### src/rtl/sized_fifo_pkg.sv
// sized_fifo_pkg: shared sizing helpers for ring-buffer FIFOs of arbitrary (non-power-of-two) depth.
package sized_fifo_pkg;

    function automatic int ptr_w(int d);
        return $clog2(d) > 1 ? $clog2(d) : 1;
    endfunction

    function automatic int cnt_w(int d);
        return $clog2(d + 1);
    endfunction

    // Wrap by explicit compare so any depth works, not just powers of two.
    function automatic int ptr_inc(int p, int d);
        return p == d - 1 ? 0 : p + 1;
    endfunction

endpackage

### src/rtl/sized_fifo_ring_mem.sv
// sized_fifo_ring_mem: depth x width register array, one synchronous write port, one asynchronous read port.
module sized_fifo_ring_mem
    import sized_fifo_pkg::*;
#(
    parameter int depth = 20,
    parameter int width = 128
) (
    input  logic                      clk_i,
    input  logic                      we_i,
    input  logic [ptr_w(depth)-1:0]   waddr_i,
    input  logic [width-1:0]          wdata_i,
    input  logic [ptr_w(depth)-1:0]   raddr_i,
    output logic [width-1:0]          rdata_o
);
    logic [width-1:0] mem_q [depth];

    always_ff @(posedge clk_i)
        if (we_i) mem_q[waddr_i] <= wdata_i;

    assign rdata_o = mem_q[raddr_i];
endmodule

### src/rtl/sized_fifo_ring.sv
// sized_fifo_ring: circular-buffer FIFO with count, occupancy flags, clear, sticky errors and optional enqueue-at-full.
module sized_fifo_ring
  import sized_fifo_pkg::*;
#(
  parameter int depth     = 20,
  parameter int width     = 128,
  parameter int pipelined = 1,
  parameter int afMargin  = 2,
  parameter int aeMargin  = 2
) (
  input  logic                    CLK,
  input  logic                    nRST,
  input  logic                    in_enq__ENA,
  input  logic [width-1:0]        in_enq_v,
  output logic                    in_enq__RDY,
  input  logic                    out_deq__ENA,
  output logic                    out_deq__RDY,
  output logic [width-1:0]        out_first,
  output logic                    out_first__RDY,
  input  logic                    ctl_clear__ENA,
  output logic                    ctl_clear__RDY,
  output logic [cnt_w(depth)-1:0] count,
  output logic                    almostFull,
  output logic                    almostEmpty,
  output logic                    err_overflow,
  output logic                    err_underflow
);
  localparam int PW = ptr_w(depth);
  localparam int CW = cnt_w(depth);
  logic [PW-1:0] rd_q, rd_d, wr_q, wr_d;
  logic [CW-1:0] cnt_q, cnt_d;
  logic          ovf_q, ovf_d, udf_q, udf_d;
  logic          enq_f, deq_f;
  assign out_deq__RDY   = cnt_q != '0;
  assign out_first__RDY = out_deq__RDY;
  assign in_enq__RDY    = (cnt_q != CW'(depth)) | ((pipelined != 0) & out_deq__ENA & out_deq__RDY);
  assign ctl_clear__RDY = 1'b1;
  assign enq_f = in_enq__ENA & in_enq__RDY & ~ctl_clear__ENA;
  assign deq_f = out_deq__ENA & out_deq__RDY & ~ctl_clear__ENA;
  assign count         = cnt_q;
  assign almostFull    = cnt_q >= CW'(depth - afMargin);
  assign almostEmpty   = cnt_q <= CW'(aeMargin);
  assign err_overflow  = ovf_q;
  assign err_underflow = udf_q;
  always_comb begin
    rd_d  = ctl_clear__ENA ? '0 : deq_f ? PW'(ptr_inc(32'(rd_q), depth)) : rd_q;
    wr_d  = ctl_clear__ENA ? '0 : enq_f ? PW'(ptr_inc(32'(wr_q), depth)) : wr_q;
    cnt_d = ctl_clear__ENA ? '0 : (enq_f && !deq_f) ? cnt_q + CW'(1) : (deq_f && !enq_f) ? cnt_q - CW'(1) : cnt_q;
    ovf_d = !ctl_clear__ENA & (ovf_q | (in_enq__ENA & ~in_enq__RDY));
    udf_d = !ctl_clear__ENA & (udf_q | (out_deq__ENA & ~out_deq__RDY));
  end
  always_ff @(posedge CLK) begin
    if (!nRST) begin
      rd_q  <= '0;
      wr_q  <= '0;
      cnt_q <= '0;
      ovf_q <= 1'b0;
      udf_q <= 1'b0;
    end else begin
      rd_q  <= rd_d;
      wr_q  <= wr_d;
      cnt_q <= cnt_d;
      ovf_q <= ovf_d;
      udf_q <= udf_d;
    end
  end
  sized_fifo_ring_mem #(.depth(depth), .width(width)) u_mem (
    .clk_i   (CLK),
    .we_i    (enq_f),
    .waddr_i (wr_q),
    .wdata_i (in_enq_v),
    .raddr_i (rd_q),
    .rdata_o (out_first)
  );
endmodule

### config.mk
export PLATFORM = sky130hd
export DESIGN_NAME = sized_fifo_ring
export DESIGN_NICKNAME = d
export VERILOG_FILES = /design/src/rtl/sized_fifo_pkg.sv /design/src/rtl/sized_fifo_ring_mem.sv /design/src/rtl/sized_fifo_ring.sv
export SDC_FILE = /design/constraint.sdc
export NUM_CORES = 2
export LEC_CHECK = 0
export ABC_AREA = 1
export CAP_MARGIN = 20
export CORE_MARGIN = 2
export CORE_UTILIZATION = 40
export CTS_CLUSTER_SIZE = 12
export DETAILED_ROUTE_END_ITERATION = 7
export PLACE_DENSITY = 0.54
export SYNTH_ARGS = -nofsm -noshare
export SYNTH_HDL_FRONTEND = slang
export SYNTH_SLANG_ARGS = --single-unit
### constraint.sdc
create_clock -name CLK -period 24.1 [get_ports CLK]
set_clock_uncertainty 0.1 [all_clocks]
set_input_delay 4.82 -clock CLK [delete_from_list [all_inputs] [get_ports CLK]]
set_output_delay 4.82 -clock CLK [all_outputs]
set_load 0.01 [all_outputs]
; ---- After elaboration in Yosys (flattened, before gate mapping)
; Memory sizes are Yosys's and may differ from the RTL's. A register that Yosys moved wholly into a read port is not among the register bits.
; Index checks and enable logic that the tools add are counted.
[word_totals]
input_bits = 133
out_inout_bits = 141
register_bits = 17
mem_count = 1
mem_bits_rw = 2560
[memory_table]
columns = memory, depth, width, rd, rd_clocked_by_memory_dff, write_ports, line
row1 = u_mem.mem_q, 20, 128, 1, 1, 1, sized_fifo_ring_mem.sv:15  ; logic [width-1:0] mem_q [depth];
[classes]
n_bitwise = 15
n_lt_le_gt_ge = 2
n_eq_ne = 3
reduce_logical = 8
n_mux = 8
n_addsub = 4
[ops]
columns = operator, count
row1 = 2-to-1 mux 5 bit, 6
row2 = "adder 5 x 1 -> 5 bit, second input constant", 3
row3 = "== test 5 bit, second input constant", 2
row4 = AND 1 bit, 8
row5 = "greater-or-equal comparator 5 bit, second input constant", 1
row6 = "<= comparator 5 x 2 -> 1 bit, second input constant", 1
row7 = "!= test 5 bit, second input constant", 1
row8 = nonzero test 5 bit, 1
row9 = "subtractor 5 x 1 -> 5 bit, second input constant", 1
row10 = NOT 1 bit, 4
row11 = zero test 1 bit, 3
row12 = OR 1 bit, 3
row13 = logical AND 1 bit, 2
row14 = 2-to-1 mux 1 bit, 2
row15 = nonzero test 2 bit, 1
row16 = OR reduction 2 bit, 1

; ---- Logic depth before layout (Yosys ltp)
[logic_depth]
ltp_word = 9
ltp_mapped = 16
depth_no_buf = 16

; ---- By module
; A second synthesis with hierarchy kept.
[hier_totals]
hier_cells = 8242
hier_area_um2 = 102109.2
[modules_own_cells]
columns = module, n_inst, area_each_um2, cells_each
row1 = sized_fifo_ring_mem, 1, 101013.1, 8088
row2 = sized_fifo_ring, 1, 1096.1, 154

; ---- Worst setup path before layout
; Ideal clock, no wire load.
[synth_timing]
path_kind = input to register
startpoint = input port out_deq__ENA
endpoint = memory u_mem.mem_q[0][0], enable pin
slack_ns = 12.593
n_path_buf = 0
stages = 6
arrival_time_ns = 10.790
required_time_ns = 23.383
cell_sequence = nand2_1 > nand2_2 > nand3_1 > inv_2 > nand2_1 > nor2_1
[synth_via]
elab_chain_len = 6
[synth_lines]
columns = element, line
row1 = start: declaration, sized_fifo_ring.sv:16  ; input logic out_deq__ENA,
row2 = AND 1 bit, sized_fifo_ring.sv:36  ; assign in_enq__RDY = (cnt_q != CW'(depth)) | ((pipelined != 0) & out_deq__ENA & out_deq__RDY);
row3 = OR 1 bit, sized_fifo_ring.sv:36
row4 = named net in_enq__RDY, sized_fifo_ring.sv:15  ; output logic in_enq__RDY,
row5 = AND 1 bit (2 in series), sized_fifo_ring.sv:38  ; assign enq_f = in_enq__ENA & in_enq__RDY & ~ctl_clear__ENA;
row6 = named net enq_f, sized_fifo_ring.sv:33  ; logic enq_f, deq_f;
row7 = 2-to-1 mux 1 bit, sized_fifo_ring_mem.sv:18  ; if (we_i) mem_q[waddr_i] <= wdata_i;
row8 = 2-to-1 mux 1 bit (implied by the code), sized_fifo_ring_mem.sv:18
row9 = end: declaration, sized_fifo_ring_mem.sv:15
; The timed path passes the listed nets, and every way through them passes these cells.

==> results_dict.tcl <==
set metrics [dict create \
    synth_ff_type "edfxtp_1" \
    wl_per_cell_microns 25.2 \
    status "finished, final reports clean" \
    drv_cap 0 \
    area_growth_pct 13.8 \
    cellLeakagePower_nw 39.8 \
    cts-buffers-inserted 291 \
    crit_path_max_fanout 161 \
    port_buffers 272 \
    rows 185 \
    routabilityCongestion 0.747 \
    drive_gt1_share_pct 5.49 \
    end_kind "output pin" \
    routed-via-count 65721 \
    dp_hpwl_microns 138000 \
    via_per_inst 5.50 \
    report.final.slew_viol_count 0 \
    cp.arrival_ps 6550 \
    setup_viol 0 \
    worst_ep_required_time_ps 19180 \
    worstSetupStartpointType "flip-flop" \
    use_met1_pct 30.8 \
    final_cell_mix "2560 x edfxtp_1, 2540 x nand2_1, 1836 x nand3_1" \
    ys_types 25 \
    io_pins 274 \
    netlist_area_sq_um 102000 \
    yosys_warnings 0 \
    first_iter_violations 6931 \
    slew_headroom_pct 20.3 \
    post_cts_buffers 0 \
    grt_use_met3_pct 4.49 \
    cp.buffers_inverters 6 \
    yosysSeqAreaShare_pct 75.7 \
    overflow 0 \
    core_sq_um 254000 \
    cts_hold_buf 0 \
    critical_path.max_stage_delay_ps 810 \
    p_per_area_nw_per_um2 80.1 \
    cts_tree "built" \
    grt_pass1_wl_microns 435000 \
    async_reset_ff_share_pct 0 \
    antenna_found_initial 53 \
    grt_use_total_pct 22.8 \
    drt_pass1_iterations 6 \
    top_usage_layer "met2" \
    insertion_delay_ps 900 \
    cts_resized 0 \
    hold_slack_ps 354 \
    worstPathCellList "buf_12 > buf_4 > buf_12 > buf_4 > buf_4 > o21ai_0 > o22ai_1 > nand2_1 > nand2_1 > clkdlybuf4s50_1" \
    dieHeight_microns 509 \
    die_x_microns 509 \
    finalCriticalPeriod_ps 11470 \
    met2_usage_pct 37.2 \
    synth-seq-cells 2582 \
    layout_commonest_cell "edfxtp_1" \
    synth_edf_count 2560 \
    root_buffer "clkbuf_16" \
    rsz0062_at_grt "false" \
    ant_nets 0 \
    path_class "flip-flop to output pin" \
    ir_drop_mv 0.0797 \
    timing.fmax_mhz 87.1 \
    min_period_over_period_pct 47.6 \
    hold_class "flip-flop to flip-flop" \
    hold_violations 0 \
    grt_pass1_vias 63857 \
    tightest_slew_ps 1200 \
    syn-mean-instance-area_sq_um 12.4 \
    crit_top_cell "buf_4" \
    clkTransAtPathRegs_ps 60 \
    synth_nets 8396 \
    tns_ps 0 \
    cp_top_family "buffers and inverters" \
    die_area_sq_um 259000 \
    route.detailed.drc 0 \
    cts_num_sinks 2582 \
    worst_path_max_delay_cell "buf_4" \
    clock_path_buffers 4 \
    h-tree-depth 5 \
    wirelength_microns 301000 \
    grt_max_degree 221 \
    initial_utilization_pct 40.2 \
    fin_nets 8524 \
    synthCells 8253 \
]
worst reg2reg max path, cell delays in order (launching register included):
cell	delay, ps
dfxtp_1	470
nor2_1	120
nand3_2	110
nand2_1	140
nand2_2	140
nand3_1	220
inv_2	200
nand2_1	300
nor2_4	870
buf_4	970
buf_4	840
report_power, final:
group          internal [W]  switching, W
registers           0.00496    0.00000615
logic              0.000114      0.000260
clock network       0.00227       0.00170
total               0.00735       0.00196
cells in the mapped netlist, types with 2 or more instances:
| master | count | area, sq um |
|---|---|---|
| a21oi_1 | 19 | 95.1 |
| buf_1 | 62 | 233 |
| buf_2 | 277 | 1390 |
| buf_4 | 24 | 180 |
| clkbuf_1 | 179 | 672 |
| dfxtp_1 | 22 | 440 |
| edfxtp_1 | 2560 | 76900 |
| ha_1 | 9 | 113 |
| inv_1 | 29 | 109 |
| inv_2 | 2 | 7.51 |
| nand2_1 | 2540 | 9530 |
| nand3_1 | 1836 | 9190 |
| nand4_1 | 3 | 18.8 |
| nor2_1 | 290 | 1090 |
| o21ai_0 | 261 | 1310 |
| o22ai_1 | 128 | 801 |
| xor2_1 | 4 | 35.0 |
kinds of logic (layout without fill, tap and decap cells):
| group | Yosys count | in the layout | synth area share, % |
|---|---|---|---|
| flip-flops | 2582 | 2582 | 75.7 |
| other | 1 | 17 | 0.00367 |
| AO/OA/AOI/OAI | 409 | 409 | 2.16 |
| AND/OR/NAND/NOR | 4673 | 4673 | 19.4 |
| XOR/XNOR | 5 | 5 | 0.0429 |
| adder cells (fa/ha/maj) | 10 | 10 | 0.130 |
| buffers and inverters | 573 | 882 | 2.53 |
flip-flops by register name, summed over array words and instances, names as in the netlist, named ones only:
signal and count:
rd_q 5, wr_q 5, u_mem.mem_q 2560, err_overflow 1
count 5, err_underflow 1
metal layers:
layer	wire length, microns	part of all wire (%)
met2	142000	47
met4	8090	2.7
met3	22700	7.6
met5	182	0.061
met1	128000	42
stage by stage:
step                      setup slack, ps  utilization (%)  area (sq um)  instances  power, W
final                               12630             45.8        116000      11944   0.00931
after global routing                12200             45.8        116000      11936   0.00960
after CTS                           12440             45.7        116000      11924   0.00939
after detailed placement            13050             42.5        108000      11450   0.00544
after global placement              13030             42.5        108000      11449   0.00543
after floorplan                     12590                -        102000       8253   0.00525
final timing paths:
path	depth (start not counted)	from	slack, ps	to
hold reg to reg	2	err_overflow	350	err_overflow
setup reg to reg	10	count[0]	19190	u_mem.mem_q[10][76]
hold / removal	2	err_overflow	350	err_overflow
setup / recovery	10	flip-flop	12630	out_first[66]
layout make-up:
cell class / instances / area (sq um)
clock buffer: 384 / 7800
tap: 3366 / 4210
sequential: 2582 / 77300
fill: 22750 / 138000
multi-input combinational: 5098 / 22400
inverter: 31 / 159
timing repair buffer: 377 / 3850
clock inverter: 90 / 453
antenna: 16 / 40.0
Power figures use the tool's default switching activity.
